===== config.mk =====
export PLATFORM = sky130hd
export DESIGN_NAME = mips_state_dumper
export DESIGN_NICKNAME = d
export VERILOG_FILES = /design/src/rtl/mips_dump_pkg.sv /design/src/rtl/dump_out_stage.sv /design/src/rtl/mips_state_dumper.sv
export SDC_FILE = /design/constraint.sdc
export NUM_CORES = 1
export LEC_CHECK = 0
export BUFFER_PORTS_ARGS = -buffer_cell sky130_fd_sc_hd__buf_2
export CELL_PAD_IN_SITES_DETAIL_PLACEMENT = 0
export CELL_PAD_IN_SITES_GLOBAL_PLACEMENT = 1
export CORE_UTILIZATION = 30
export DETAILED_ROUTE_END_ITERATION = 16
export PLACE_DENSITY_LB_ADDON = 0.1
export SLEW_MARGIN = 20
export SYNTH_ARGS = -nofsm -noshare
export SYNTH_HDL_FRONTEND = slang
export SYNTH_HIERARCHICAL = 1
export SYNTH_SLANG_ARGS = --single-unit

===== constraint.sdc =====
create_clock -name clock -period 6.7 [get_ports clock]
set_clock_uncertainty 0.2 [all_clocks]
set_input_delay 1.34 -clock clock [delete_from_list [all_inputs] [get_ports clock]]
set_output_delay 1.34 -clock clock [all_outputs]
set_load 0.05 [all_outputs]

===== src/rtl/mips_dump_pkg.sv =====
// ============================================================================
// Module   : mips_dump_pkg
// Purpose  : Shared types and constants for the MIPS post-run state dumper.
// Revision : 1.0
// ============================================================================
`default_nettype none

package mips_dump_pkg;

    localparam logic [7:0] HDR_MAGIC   = 8'hA5;
    localparam logic [7:0] REGION_REG  = 8'h01;
    localparam logic [7:0] REGION_DMEM = 8'h02;
    localparam int         IDX_W       = 16;

    typedef enum logic [2:0] {
        ST_IDLE    = 3'd0,
        ST_HDR_REG = 3'd1,
        ST_REG     = 3'd2,
        ST_HDR_MEM = 3'd3,
        ST_MEM     = 3'd4,
        ST_CSUM    = 3'd5
    } dump_state_e;

    function automatic logic [31:0] build_header(input logic [7:0]  region,
                                                 input logic [15:0] count);
        return {HDR_MAGIC, region, count};
    endfunction

endpackage

`default_nettype wire


===== src/rtl/dump_out_stage.sv =====
// ============================================================================
// Module   : dump_out_stage
// Purpose  : Valid/ready output register with hold logic and running checksum.
// Revision : 1.0
// ============================================================================
`default_nettype none

module dump_out_stage #(
    parameter int DATA_W = 32
) (
    input  logic              clock,
    input  logic              reset_n,
    input  logic              load_i,
    input  logic [DATA_W-1:0] word_i,
    input  logic              last_i,
    input  logic              csum_clr_i,
    input  logic              ready_i,
    output logic              valid_o,
    output logic [DATA_W-1:0] data_o,
    output logic              last_o,
    output logic              fire_o,
    output logic [DATA_W-1:0] csum_next_o
);

    logic              valid_q, valid_d;
    logic              last_q,  last_d;
    logic [DATA_W-1:0] data_q,  data_d;
    logic [DATA_W-1:0] csum_q,  csum_d;

    assign fire_o      = valid_q & ready_i;
    // Sum including the word being transferred now; used to build the checksum word.
    assign csum_next_o = csum_q + data_q;

    always_comb begin
        valid_d = valid_q;
        last_d  = last_q;
        data_d  = data_q;
        csum_d  = csum_q;
        if (load_i) begin
            valid_d = 1'b1;
            last_d  = last_i;
            data_d  = word_i;
        end else if (fire_o) begin
            valid_d = 1'b0;
            last_d  = 1'b0;
        end
        if (csum_clr_i) begin
            csum_d = '0;
        end else if (fire_o) begin
            csum_d = csum_next_o;
        end
    end

    always_ff @(posedge clock or negedge reset_n) begin
        if (!reset_n) begin
            valid_q <= 1'b0;
            last_q  <= 1'b0;
            data_q  <= '0;
            csum_q  <= '0;
        end else begin
            valid_q <= valid_d;
            last_q  <= last_d;
            data_q  <= data_d;
            csum_q  <= csum_d;
        end
    end

    assign valid_o = valid_q;
    assign data_o  = data_q;
    assign last_o  = last_q;

endmodule

`default_nettype wire


===== src/rtl/mips_state_dumper.sv =====
// ============================================================================
// Module   : mips_state_dumper
// Purpose  : Streams register file and data memory out as framed 32-bit words.
// Revision : 1.0
// ============================================================================
`default_nettype none

module mips_state_dumper #(
    parameter int REG_COUNT   = 32,
    parameter int DMEM_WORDS  = 256,
    parameter int DMEM_ADDR_W = 8,
    parameter int DATA_W      = 32
) (
    input  logic                   clock,
    input  logic                   reset_n,
    input  logic                   start,
    output logic                   busy,
    output logic                   done,
    output logic [4:0]             reg_rd_addr,
    input  logic [DATA_W-1:0]      reg_rd_data,
    output logic [DMEM_ADDR_W-1:0] dmem_rd_addr,
    input  logic [DATA_W-1:0]      dmem_rd_data,
    output logic                   out_valid,
    input  logic                   out_ready,
    output logic [DATA_W-1:0]      out_data,
    output logic                   out_last
);

    import mips_dump_pkg::*;

    localparam logic [IDX_W-1:0] C_REG_CNT  = IDX_W'(REG_COUNT);
    localparam logic [IDX_W-1:0] C_DMEM_CNT = IDX_W'(DMEM_WORDS);

    dump_state_e       state_q, state_d;
    logic [IDX_W-1:0]  ptr_q,   ptr_d;
    logic              done_q,  done_d;

    logic              ld;
    logic [DATA_W-1:0] ld_word;
    logic              ld_last;
    logic              csum_clr;
    logic              fire;
    logic [DATA_W-1:0] csum_next;

    // ptr_q is the index of the next word to fetch, so the read data is valid at the load edge.
    assign reg_rd_addr  = 5'(ptr_q);
    assign dmem_rd_addr = DMEM_ADDR_W'(ptr_q);
    assign busy         = (state_q != ST_IDLE);
    assign done         = done_q;

    always_comb begin
        state_d  = state_q;
        ptr_d    = ptr_q;
        done_d   = 1'b0;
        ld       = 1'b0;
        ld_word  = '0;
        ld_last  = 1'b0;
        csum_clr = 1'b0;
        case (state_q)
            ST_IDLE: begin
                if (start) begin
                    csum_clr = 1'b1;
                    ld       = 1'b1;
                    ld_word  = build_header(REGION_REG, C_REG_CNT);
                    ptr_d    = '0;
                    state_d  = ST_HDR_REG;
                end
            end
            ST_HDR_REG, ST_REG: begin
                if (fire) begin
                    ld = 1'b1;
                    if (ptr_q == C_REG_CNT) begin
                        ld_word = build_header(REGION_DMEM, C_DMEM_CNT);
                        ptr_d   = '0;
                        state_d = ST_HDR_MEM;
                    end else begin
                        ld_word = reg_rd_data;
                        ptr_d   = ptr_q + 1'b1;
                        state_d = ST_REG;
                    end
                end
            end
            ST_HDR_MEM, ST_MEM: begin
                if (fire) begin
                    ld = 1'b1;
                    if (ptr_q == C_DMEM_CNT) begin
                        ld_word = csum_next;
                        ld_last = 1'b1;
                        ptr_d   = '0;
                        state_d = ST_CSUM;
                    end else begin
                        ld_word = dmem_rd_data;
                        ptr_d   = ptr_q + 1'b1;
                        state_d = ST_MEM;
                    end
                end
            end
            ST_CSUM: begin
                if (fire) begin
                    done_d  = 1'b1;
                    state_d = ST_IDLE;
                end
            end
            default: state_d = ST_IDLE;
        endcase
    end

    always_ff @(posedge clock or negedge reset_n) begin
        if (!reset_n) begin
            state_q <= ST_IDLE;
            ptr_q   <= '0;
            done_q  <= 1'b0;
        end else begin
            state_q <= state_d;
            ptr_q   <= ptr_d;
            done_q  <= done_d;
        end
    end

    dump_out_stage #(
        .DATA_W (DATA_W)
    ) u_out_stage (
        .clock       (clock),
        .reset_n     (reset_n),
        .load_i      (ld),
        .word_i      (ld_word),
        .last_i      (ld_last),
        .csum_clr_i  (csum_clr),
        .ready_i     (out_ready),
        .valid_o     (out_valid),
        .data_o      (out_data),
        .last_o      (out_last),
        .fire_o      (fire),
        .csum_next_o (csum_next)
    );

endmodule

`default_nettype wire


==> results.sh, run 1 <==
export IMPL_worst_skew_pair_late_latency_ns=0.35
export IMPL_max_clock_freq_ghz=0.247
export IMPL_antenna_found_initial=0
export IMPL_critical_path_max_fanout=42
export IMPL_clock_tree_buffer_depth=2
export IMPL_max_slew_margin_rel=0.309
export IMPL_synth_adder_area_share=0.0690
export IMPL_fin_worst_hold_slack_ns=0.315
export IMPL_cp_data_required_time_ns=6.72
export IMPL_post_cts_repair_setup_buffers=0
export IMPL_power_clock_fraction=0.152
export IMPL_clkSinkCount=86
export IMPL_io_pins=117
export IMPL_power_leakage_uw=0.00351
export IMPL_min_period_over_period=0.604
export IMPL_most_common_layout_cells="sky130_fd_sc_hd__buf_2, sky130_fd_sc_hd__nand2_1, sky130_fd_sc_hd__dfrtp_1, sky130_fd_sc_hd__a21oi_1, sky130_fd_sc_hd__nor2_1"
export IMPL_design_area_mm2=0.00729
export IMPL_cell_internal_pwr_uw=1600
export IMPL_yosys_top_cells_area="sky130_fd_sc_hd__dfrtp_1, sky130_fd_sc_hd__ha_1, sky130_fd_sc_hd__mux2_2"
export IMPL_final_max_slew_violation_count=0
export IMPL_arrival_ns=4.06
export IMPL_result_of_the_run="complete, no violations"
export IMPL_rr_worst_depth=12
export IMPL_synth_edf_count=0
export IMPL_rsz_0062_raised_after_global_routing="no"
export IMPL_groute_usage_overall=0.179
export IMPL_post_dp_hpwl_mm=13.4
export IMPL_drt_first_pass_iters=4
export IMPL_remaining_number_of_nets_flagged_by_the_antenna_check_after_routing=0
export IMPL_drt_drc_violations_left=0
export IMPL_startpoint="out_ready"
export IMPL_global_route_overflow_total=0
export IMPL_synthToLayoutAreaGrowth_pct=16.2
export IMPL_netSwitchingPower_uw=1650
export IMPL_post_route_cells_drive_above_1_share=0.253
export IMPL_grt_pass1_vias=5443
export IMPL_drv_max_cap_violation_count=0
export IMPL_power_share_sequential=0.279
export IMPL_final_setup_worst_slack_ns=2.65
export IMPL_rrSetupSlack_ns=2.77
export IMPL_syn_area_per_cell_um2=9.22
export IMPL_yosys_area_share_xor_xnor=0.0433
export IMPL_path_clk_slew_ns=0.06
export IMPL_grt_first_pass_wirelength_mm=30.2
export IMPL_number_of_antenna_cells_inserted=0
export IMPL_detail_route_vias_per_cell=5.22
export IMPL_detailedRoute_firstIterationViolations=285
export IMPL_worst_slew_pin_transition_ns=1.04
export IMPL_drt_wirelength_per_cell_um=18.0
export IMPL_drt_total_wl_mm=18.7
export IMPL_die_y_um=147
export IMPL_i_o_buffers=116
export IMPL_gp_congestion=0.837
export IMPL_hold_path_depth=1
export IMPL_main_combinational_cell_family_by_area_after_synthesis="compound AO/OA/AOI/OAI gates"
export IMPL_ys_async_sr_fraction=1.00
export IMPL_postSynthRegisterBits=86
export IMPL_synth_largest_type_area_fraction=0.343
export IMPL_syn_num_nets=782
export IMPL_synth_area_mm2=0.00627
export IMPL_synth_warnings=6
export IMPL_multiplexer_fraction_of_the_synthesized_cell_area=0.114
export IMPL_tritoncts="done"
export IMPL_ys_types=66
export IMPL_floorplan_core_area_mm2=0.0204
export IMPL_sw_frac_of_total=0.508
export IMPL_vias=5442
export IMPL_critical_path_reg2reg_startpoint="u_out_stage/data_o[0]$_DFFE_PN0P_"
export IMPL_synth_compound_gate_area_share=0.210
export IMPL_critical_path_reg2reg_endpoint="u_out_stage/data_o[24]$_DFFE_PN0P_"
export IMPL_post_cts_hold_buffer_count=0
export IMPL_num_cts_buffers=9
export IMPL_synth_cells=680
export IMPL_yosys_area_share_simple=0.176
export IMPL_vdd_drop_max_v=0.000153
export IMPL_ys_seq_area_frac=0.343
export IMPL_tns_ns=0
export IMPL_worst_hold_path_type="flop to flop"
export IMPL_critPathLaunchType="input pin"
export IMPL_power_per_cell_area_mw_per_mm2=446
export IMPL_design_die_area_mm2=0.0215
export IMPL_num_nets_final=869
export IMPL_combinationalPowerShare=0.568
export IMPL_ys_flop_type="sky130_fd_sc_hd__dfrtp_1"
export IMPL_synth_top_area_cell="sky130_fd_sc_hd__dfrtp_1"
export IMPL_clockRootBuffer="sky130_fd_sc_hd__clkbuf_16"
export IMPL_initial_utilization=0.308
export IMPL_regArea_mm2=0.00215
export IMPL_pin_count_of_the_biggest_net_entering_global_routing=66
export IMPL_finalHoldViolCount=0
export IMPL_finalSetupViolCount=0
export IMPL_crit_end="ptr_q[11]$_DFFE_PN0P_"
export IMPL_htreeDepth=3
export IMPL_fillerInstances=2115
export IMPL_rows=52
export IMPL_post_detailed_placement_cell_area_mm2=0.00699
export IMPL_multi_input_comb_area_mm2=0.00385
export IMPL_critical_path_class="input pin to flop"
export IMPL_setup_worst_path_end_class="flop"
export IMPL_post_route_min_period_ns=4.05
export IMPL_dp_slack_ns=1.83
export IMPL_layout_cells_most_common="sky130_fd_sc_hd__buf_2"
export IMPL_die_w_um=147
export IMPL_cts_resized=0
==> per-stage QoR <==
| step | util | total power (uW) | std cells |
|---|---|---|---|
| 3_3_place_gp | 0.343 | 2760 | 1026 |
| 5_1_grt | 0.358 | 3490 | 1042 |
| 2_1_floorplan | - | 2330 | 680 |
| 4_1_cts | 0.357 | 3290 | 1042 |
| 3_5_place_dp | 0.343 | 2770 | 1026 |
| 6_report | 0.358 | 3250 | 1042 |
==> layout make-up <==
type                       count  share of cell area
clock buffer                  12              0.0366
clock inverter                 4             0.00275
inverter                       9             0.00464
multi-input combinational    539               0.528
sequential                    86               0.295
tap                          270              0.0464
timing repair buffer         122              0.0862
==> synthesized netlist by cell type, types with 4 or more instances <==
library cell and number:
sky130_fd_sc_hd__nand2_1 89, sky130_fd_sc_hd__dfrtp_1 86, sky130_fd_sc_hd__a21oi_1 58, sky130_fd_sc_hd__nor2_1 41, sky130_fd_sc_hd__mux2_2 34, sky130_fd_sc_hd__ha_1 33, sky130_fd_sc_hd__mux2i_1 33, sky130_fd_sc_hd__o2bb2ai_1 24
sky130_fd_sc_hd__a21o_1 23, sky130_fd_sc_hd__xnor2_1 21, sky130_fd_sc_hd__clkbuf_1 18, sky130_fd_sc_hd__nand3_1 17, sky130_fd_sc_hd__buf_4 16, sky130_fd_sc_hd__o21ai_0 15, sky130_fd_sc_hd__nor3_1 13, sky130_fd_sc_hd__a22o_1 12
sky130_fd_sc_hd__xor2_1 10, sky130_fd_sc_hd__and3_1 9, sky130_fd_sc_hd__buf_2 9, sky130_fd_sc_hd__nor2b_1 9, sky130_fd_sc_hd__inv_1 7, sky130_fd_sc_hd__a31oi_1 6, sky130_fd_sc_hd__nand4_1 6, sky130_fd_sc_hd__o21ai_1 6
sky130_fd_sc_hd__o221ai_1 6, sky130_fd_sc_hd__a211o_1 5, sky130_fd_sc_hd__and2_1 5, sky130_fd_sc_hd__or2_2 5, sky130_fd_sc_hd__o21a_1 4
==> power by group through the flow <==
| stage | registers (uW) | clock network, uW | logic (uW) |
|---|---|---|---|
| after global routing | 946 | 541 | 2000 |
| after detailed placement | 922 | 0 | 1850 |
| after CTS | 913 | 519 | 1860 |
| after floorplan | 1160 | 0 | 1170 |
| after global placement | 917 | 0 | 1840 |
| final | 909 | 495 | 1850 |
==> worst min-delay path by stage <==
stage                                       startpoint                                  to  slack, ns
floorplan           u_out_stage/csum_q[25]$_DFFE_PN0P_  u_out_stage/csum_q[25]$_DFFE_PN0P_       0.28
global placement       u_out_stage/valid_o$_DFFE_PN0P_     u_out_stage/valid_o$_DFFE_PN0P_       0.29
detailed placement     u_out_stage/valid_o$_DFFE_PN0P_     u_out_stage/valid_o$_DFFE_PN0P_       0.30
CTS                    u_out_stage/valid_o$_DFFE_PN0P_     u_out_stage/valid_o$_DFFE_PN0P_       0.31
global route        u_out_stage/csum_q[25]$_DFFE_PN0P_  u_out_stage/csum_q[25]$_DFFE_PN0P_       0.34
finish                 u_out_stage/valid_o$_DFFE_PN0P_     u_out_stage/valid_o$_DFFE_PN0P_       0.31
==> routing by layer <==
metal	global-route usage	share of wire
met4	0.0646	0.018
met5	0	0
met2	0.280	0.46
met3	0.0272	0.039
met1	0.250	0.48
==> logic make-up after synthesis <==
group,count (synthesis)
AOI/OAI and AO/OA,188
xor gates and xnor gates,31
adders and majority gates,34
buffers and inverters,55
DFF,86
muxes,67
and+or+nand+nor,219
==> state kept, by name (all words and copies together), names as in the netlist <==
| signal | cells |
|---|---|
| ptr_q | 16 |
| state_q | 3 |
| done | 1 |
| u_out_stage/csum_q | 32 |
| u_out_stage/last_o | 1 |
| u_out_stage/data_o | 32 |
| u_out_stage/valid_o | 1 |
==> critical path: stages <==
cell	delay [ns]
sky130_fd_sc_hd__buf_2	0.10
sky130_fd_sc_hd__nand2_1	0.05
sky130_fd_sc_hd__buf_4	0.37
sky130_fd_sc_hd__inv_1	0.15
sky130_fd_sc_hd__nor2b_1	0.20
sky130_fd_sc_hd__a211oi_4	0.73
sky130_fd_sc_hd__inv_2	0.64
sky130_fd_sc_hd__nand2_1	0.32
sky130_fd_sc_hd__o311ai_1	0.13
No activity file was read; power rests on OpenSTA's default activity.
==> run 2: changes to the inputs <==
==> constraint.sdc (replaced) <==
create_clock -name clock -period 4.2 [get_ports clock]
set_clock_uncertainty 0.2 [all_clocks]
set_input_delay 0.84 -clock clock [delete_from_list [all_inputs] [get_ports clock]]
set_output_delay 0.84 -clock clock [all_outputs]
set_load 0.05 [all_outputs]
==> results.sh, run 2 (synthesis gave the netlist of run 1 again) <==
export IMPL_design_die_area_mm2=0.0215
export IMPL_drt_wirelength_per_cell_um=18.2
export IMPL_cp_cell_sequence="ha_1, fa_1, a21oi_1, nand3b_1, a21oi_1, o211ai_1, o21ai_0, a221oi_1, xnor2_1, mux2i_1, o221ai_1, mux2_2"
export IMPL_vdd_drop_max_v=0.000241
export IMPL_met3RoutedLength_um=671
export IMPL_groute_usage_overall=0.181
export IMPL_rrSetupSlack_ns=0.55
export IMPL_most_common_layout_cells="sky130_fd_sc_hd__buf_2, sky130_fd_sc_hd__nand2_1, sky130_fd_sc_hd__dfrtp_1, sky130_fd_sc_hd__a21oi_1, sky130_fd_sc_hd__nor2_1"
export IMPL_drt_total_wl_mm=19.1
export IMPL_drt_first_pass_iters=4
export IMPL_post_cts_repair_setup_buffers=0
export IMPL_i_o_buffers=116
export IMPL_global_route_overflow_total=0
export IMPL_pin_count_of_the_biggest_net_entering_global_routing=69
export IMPL_post_route_cells_drive_above_1_share=0.255
export IMPL_rr_worst_depth=12
export IMPL_critical_path_reg2reg_endpoint="u_out_stage/data_o[24]$_DFFE_PN0P_"
export IMPL_num_cts_buffers=9
export IMPL_io_pins=117
export IMPL_topRoutingLayerUsed="met4"
export IMPL_post_dp_hpwl_mm=13.7
export IMPL_max_clock_freq_ghz=0.274
export IMPL_initial_utilization=0.308
export IMPL_critical_path_max_fanout=5
export IMPL_rows=52
export IMPL_min_period_over_period=0.868
export IMPL_worstPathBufferInverterCount=0
export IMPL_arrival_ns=3.68
export IMPL_clockRootBuffer="sky130_fd_sc_hd__clkbuf_16"
export IMPL_worst_hold_path_type="flop to flop"
export IMPL_slowest_stage="sky130_fd_sc_hd__o211ai_1"
export IMPL_critical_path_top_cell_by_count="sky130_fd_sc_hd__a21oi_1"
export IMPL_critical_path_reg2reg_startpoint="u_out_stage/data_o[0]$_DFFE_PN0P_"
export IMPL_wl_met2_mm=8.84
export IMPL_detail_route_vias_per_cell=5.19
export IMPL_clkSinkCount=86
export IMPL_rsz_0062_raised_after_global_routing="no"
export IMPL_remaining_number_of_nets_flagged_by_the_antenna_check_after_routing=0
export IMPL_power_per_cell_area_mw_per_mm2=716
export IMPL_vias=5440
export IMPL_grt_first_pass_wirelength_mm=30.4
export IMPL_critical_path_class="flop to flop"
export IMPL_crit_cells=12
export IMPL_layout_core_utilization=0.361
export IMPL_critPathLaunchType="flop"
export IMPL_critical_path_max_stage_delay_ns=0.49
export IMPL_drt_drc_violations_left=0
export IMPL_crit_end="u_out_stage/data_o[24]$_DFFE_PN0P_"
export IMPL_post_route_min_period_ns=3.65
export IMPL_setup_worst_path_end_class="flop"
export IMPL_number_of_antenna_cells_inserted=0
export IMPL_worst_skew_pair_late_latency_ns=0.35
export IMPL_finalSetupViolCount=0
export IMPL_antenna_found_initial=0
export IMPL_floorplan_core_area_mm2=0.0204
export IMPL_max_slew_margin_rel=0.350
export IMPL_power_leakage_uw=0.00354
export IMPL_layout_cells_most_common="sky130_fd_sc_hd__buf_2"
export IMPL_final_cells=1049
export IMPL_htreeDepth=3
export IMPL_die_y_um=147
export IMPL_detailedRoute_firstIterationViolations=257
export IMPL_drv_max_cap_violation_count=0
export IMPL_gp_congestion=0.840
export IMPL_result_of_the_run="complete, no violations"
export IMPL_path_clk_slew_ns=0.06
export IMPL_met1Wirelength_mm=9.25
export IMPL_tns_ns=0
export IMPL_num_nets_final=876
export IMPL_cts_resized=0
export IMPL_die_w_um=147
export IMPL_cp_data_required_time_ns=4.23
export IMPL_final_max_slew_violation_count=0
export IMPL_finalHoldViolCount=0
export IMPL_tritoncts="done"
export IMPL_worst_slew_pin_transition_ns=0.974
export IMPL_startpoint="u_out_stage/data_o[0]$_DFFE_PN0P_"
export IMPL_numPlacedInstances=1033
export IMPL_post_cts_hold_buffer_count=0
export IMPL_critPathTopFamily="compound AO/OA/AOI/OAI gates"
export IMPL_grt_pass1_vias=5467
export IMPL_clock_tree_buffer_depth=2
export IMPL_synthToLayoutAreaGrowth_pct=17.3
run 2: area by class of cell:
type,instances,area [um2]
Inverter,9,33.8
Tap cell,270,338
Fill cell,2099,13000
Sequential cell,86,2150
Clock buffer,13,260
Multi-Input combinational cell,539,3840
Timing Repair Buffer,129,693
Clock inverter,3,42.5
run 2: worst min-delay path by stage:
stage | from | to | slack [ns] | cells past startpoint
3_3_place_gp | u_out_stage/valid_o$_DFFE_PN0P_ | u_out_stage/valid_o$_DFFE_PN0P_ | 0.29 | 1
6_report | u_out_stage/valid_o$_DFFE_PN0P_ | u_out_stage/valid_o$_DFFE_PN0P_ | 0.30 | 1
2_1_floorplan | u_out_stage/csum_q[25]$_DFFE_PN0P_ | u_out_stage/csum_q[25]$_DFFE_PN0P_ | 0.28 | 1
5_1_grt | u_out_stage/valid_o$_DFFE_PN0P_ | u_out_stage/valid_o$_DFFE_PN0P_ | 0.35 | 1
3_5_place_dp | u_out_stage/valid_o$_DFFE_PN0P_ | u_out_stage/valid_o$_DFFE_PN0P_ | 0.29 | 1
4_1_cts | u_out_stage/valid_o$_DFFE_PN0P_ | u_out_stage/valid_o$_DFFE_PN0P_ | 0.31 | 1
run 2: layer usage:
metal	GRT usage	vias to the layer above
li1	-	2681
met1	0.250	2614
met2	0.288	125
met3	0.0241	20
met4	0.0672	0
met5	0	-
run 2: per-stage QoR:
step	hold WS [ns]	power (uW)	worst slack, ns	cell area (um2)
CTS	0.309	5340	0.604	7360
floorplan	0.277	3720	0.699	6270
global placement	0.288	4420	0.682	7060
global route	0.346	5650	0.342	7360
detailed placement	0.293	4460	0.603	7060
finish	0.301	5270	0.555	7360
run 2: worst register-to-register path, stage by stage (launching register included):
cell	delay [ns]
sky130_fd_sc_hd__dfrtp_1	0.39
sky130_fd_sc_hd__ha_1	0.26
sky130_fd_sc_hd__fa_1	0.42
sky130_fd_sc_hd__a21oi_1	0.19
sky130_fd_sc_hd__nand3b_1	0.15
sky130_fd_sc_hd__a21oi_1	0.09
sky130_fd_sc_hd__o211ai_1	0.49
sky130_fd_sc_hd__o21ai_0	0.27
sky130_fd_sc_hd__a221oi_1	0.39
sky130_fd_sc_hd__xnor2_1	0.15
sky130_fd_sc_hd__mux2i_1	0.15
sky130_fd_sc_hd__o221ai_1	0.13
sky130_fd_sc_hd__mux2_2	0.28
run 2: report_power, final:
group	switching (uW)	total (uW)	internal, uW
logic	2000	2990	990
clock network	349	843	494
registers	308	1430	1130
total	2660	5270	2610
==> run 3: changes to the inputs <==
--- a/config.mk
+++ b/config.mk
@@ -11,6 +11,7 @@
 export CORE_UTILIZATION = 30
 export DETAILED_ROUTE_END_ITERATION = 16
 export PLACE_DENSITY_LB_ADDON = 0.1
+export RECOVER_POWER = 100
 export SLEW_MARGIN = 20
 export SYNTH_ARGS = -nofsm -noshare
 export SYNTH_HDL_FRONTEND = slang
==> results.sh, run 3 (synthesis gave the netlist of run 1 again) <==
export IMPL_num_cts_buffers=9
export IMPL_global_route_overflow_total=0
export IMPL_antenna_found_initial=0
export IMPL_clkSinkCount=86
export IMPL_detailedRoute_firstIterationViolations=307
export IMPL_post_route_min_period_ns=3.78
export IMPL_crit_cells=12
export IMPL_post_cts_repair_setup_buffers=0
export IMPL_power_share_sequential=0.276
export IMPL_most_common_layout_cells="sky130_fd_sc_hd__nand2_1, sky130_fd_sc_hd__dfrtp_1, sky130_fd_sc_hd__buf_2, sky130_fd_sc_hd__a21oi_1, sky130_fd_sc_hd__clkbuf_1"
export IMPL_i_o_buffers=116
export IMPL_max_slew_margin_rel=-0.350
export IMPL_multi_input_comb_area_mm2=0.00381
export IMPL_clock_tree_buffer_depth=2
export IMPL_worst_skew_pair_late_latency_ns=0.35
export IMPL_fillerInstances=2108
export IMPL_num_nets_final=876
export IMPL_final_max_slew_violation_count=107
export IMPL_netSwitchingPower_uw=2660
export IMPL_setup_worst_path_end_class="flop"
export IMPL_htreeDepth=3
export IMPL_design_die_area_mm2=0.0215
export IMPL_power_clock_fraction=0.162
export IMPL_rr_worst_depth=12
export IMPL_critical_path_max_fanout=6
export IMPL_floorplan_core_area_mm2=0.0204
export IMPL_result_of_the_run="finished with violations"
export IMPL_io_pins=117
export IMPL_post_route_cells_drive_above_1_share=0.182
export IMPL_finalSetupViolCount=0
export IMPL_post_dp_hpwl_mm=13.7
export IMPL_number_of_antenna_cells_inserted=0
export IMPL_synthToLayoutAreaGrowth_pct=15.7
export IMPL_vias=5469
export IMPL_min_period_over_period=0.899
export IMPL_worstPathBufferInverterCount=0
export IMPL_numPlacedInstances=1033
export IMPL_critical_path_class="flop to flop"
export IMPL_failed_checks="max-capacitance violations, max-slew violations"
export IMPL_die_y_um=147
export IMPL_worst_slew_pin_transition_ns=2.03
export IMPL_cp_cell_sequence="ha_1, a21o_1, a21o_1, a21o_1, a211oi_4, o21ai_2, a221oi_1, o21ai_0, xor2_1, mux2i_1, o2bb2ai_1, mux2_2"
export IMPL_grt_first_pass_wirelength_mm=30.4
export IMPL_final_cells=1049
export IMPL_combinationalPowerShare=0.562
export IMPL_critical_path_max_stage_delay_ns=0.69
export IMPL_remaining_number_of_nets_flagged_by_the_antenna_check_after_routing=0
export IMPL_tritoncts="done"
export IMPL_post_cts_hold_buffer_count=0
export IMPL_detail_route_vias_per_cell=5.21
export IMPL_clockRootBuffer="sky130_fd_sc_hd__clkbuf_16"
export IMPL_arrival_ns=3.81
export IMPL_die_w_um=147
export IMPL_rsz_0062_raised_after_global_routing="no"
export IMPL_initial_utilization=0.308
export IMPL_regArea_mm2=0.00215
export IMPL_critical_path_top_cell_by_count="sky130_fd_sc_hd__a21o_1"
export IMPL_tns_ns=0
export IMPL_drt_total_wl_mm=19.1
export IMPL_drt_drc_violations_left=0
export IMPL_drv_max_cap_violation_count=2
export IMPL_drt_wirelength_per_cell_um=18.2
export IMPL_worst_hold_path_type="flop to flop"
export IMPL_groute_usage_overall=0.181
export IMPL_critPathLaunchType="flop"
export IMPL_path_clk_slew_ns=0.07
export IMPL_cts_resized=0
export IMPL_cell_internal_pwr_uw=2540
export IMPL_drt_first_pass_iters=5
export IMPL_layout_cells_most_common="sky130_fd_sc_hd__nand2_1"
export IMPL_hold_path_depth=1
export IMPL_max_clock_freq_ghz=0.265
export IMPL_slowest_stage="sky130_fd_sc_hd__a221oi_1"
export IMPL_critPathTopFamily="compound AO/OA/AOI/OAI gates"
export IMPL_finalHoldViolCount=0
export IMPL_gp_congestion=0.840
export IMPL_grt_pass1_vias=5467
export IMPL_sw_frac_of_total=0.511
export IMPL_cp_data_required_time_ns=4.23
export IMPL_vdd_drop_max_v=0.000247
export IMPL_power_leakage_uw=0.00333
export IMPL_power_per_cell_area_mw_per_mm2=716
export IMPL_pin_count_of_the_biggest_net_entering_global_routing=69
export IMPL_rows=52
## run 3: cell count changes in the layout (fill, tap and decap cells not counted), moves of 2 or more
cell / previous run / this run
sky130_fd_sc_hd__o311ai_1: 2 / 0
sky130_fd_sc_hd__clkbuf_1: 2 / 54
sky130_fd_sc_hd__o21ai_1: 6 / 2
sky130_fd_sc_hd__o21ai_0: 15 / 19
sky130_fd_sc_hd__buf_2: 115 / 66
sky130_fd_sc_hd__buf_4: 13 / 9
sky130_fd_sc_hd__o311ai_0: 0 / 2
## run 3: final cells by class
class / instances / area share
Multi-Input combinational cell: 539 / 0.525
Clock inverter: 3 / 0.00586
Inverter: 9 / 0.00466
Clock buffer: 13 / 0.0359
Tap cell: 270 / 0.0466
Sequential cell: 86 / 0.297
Timing Repair Buffer: 129 / 0.0852
## run 3: worst paths after layout
check                                                    from                            endpoint  slack (ns)
min reg2reg                   u_out_stage/valid_o$_DFFE_PN0P_     u_out_stage/valid_o$_DFFE_PN0P_        0.31
max in group asynchronous                             reset_n                ptr_q[5]$_DFFE_PN0P_        1.68
max reg2reg                u_out_stage/data_o[12]$_DFFE_PN0P_  u_out_stage/data_o[25]$_DFFE_PN0P_        0.42
min in group asynchronous                             reset_n  u_out_stage/data_o[26]$_DFFE_PN0P_        0.81
max                        u_out_stage/data_o[12]$_DFFE_PN0P_  u_out_stage/data_o[25]$_DFFE_PN0P_        0.42
min                           u_out_stage/valid_o$_DFFE_PN0P_     u_out_stage/valid_o$_DFFE_PN0P_        0.31
## run 3: worst reg2reg max path: stages, from the launching register on
cell and delay (ns):
sky130_fd_sc_hd__dfrtp_1 0.40, sky130_fd_sc_hd__ha_1 0.38, sky130_fd_sc_hd__a21o_1 0.20, sky130_fd_sc_hd__a21o_1 0.21
sky130_fd_sc_hd__a21o_1 0.21, sky130_fd_sc_hd__a211oi_4 0.33, sky130_fd_sc_hd__o21ai_2 0.11, sky130_fd_sc_hd__a221oi_1 0.69
sky130_fd_sc_hd__o21ai_0 0.23, sky130_fd_sc_hd__xor2_1 0.22, sky130_fd_sc_hd__mux2i_1 0.16, sky130_fd_sc_hd__o2bb2ai_1 0.08
sky130_fd_sc_hd__mux2_2 0.25
## run 3: power groups by stage
stage                     Clock [uW]  Combinational [uW]  Sequential (uW)
after floorplan                    0                1870             1850
after global placement             0                2990             1430
after detailed placement           0                3010             1450
after CTS                        879                3020             1440
after global routing             908                3170             1490
final                            844                2920             1440
## run 3: through the flow
step	hold WS, ns	area [um2]	power, uW	setup WS [ns]	utilization
after floorplan	0.277	6270	3720	0.699	-
after global placement	0.288	7060	4420	0.682	0.346
after detailed placement	0.293	7060	4460	0.603	0.346
after CTS	0.309	7360	5340	0.604	0.361
after global routing	0.351	7250	5570	0.216	0.356
final	0.306	7250	5200	0.425	0.356
## run 3: routing by layer
layer / track usage / share of wire
met5: 0 / 0
met4: 0.0672 / 0.021
met3: 0.0241 / 0.035
met2: 0.288 / 0.46
met1: 0.250 / 0.49
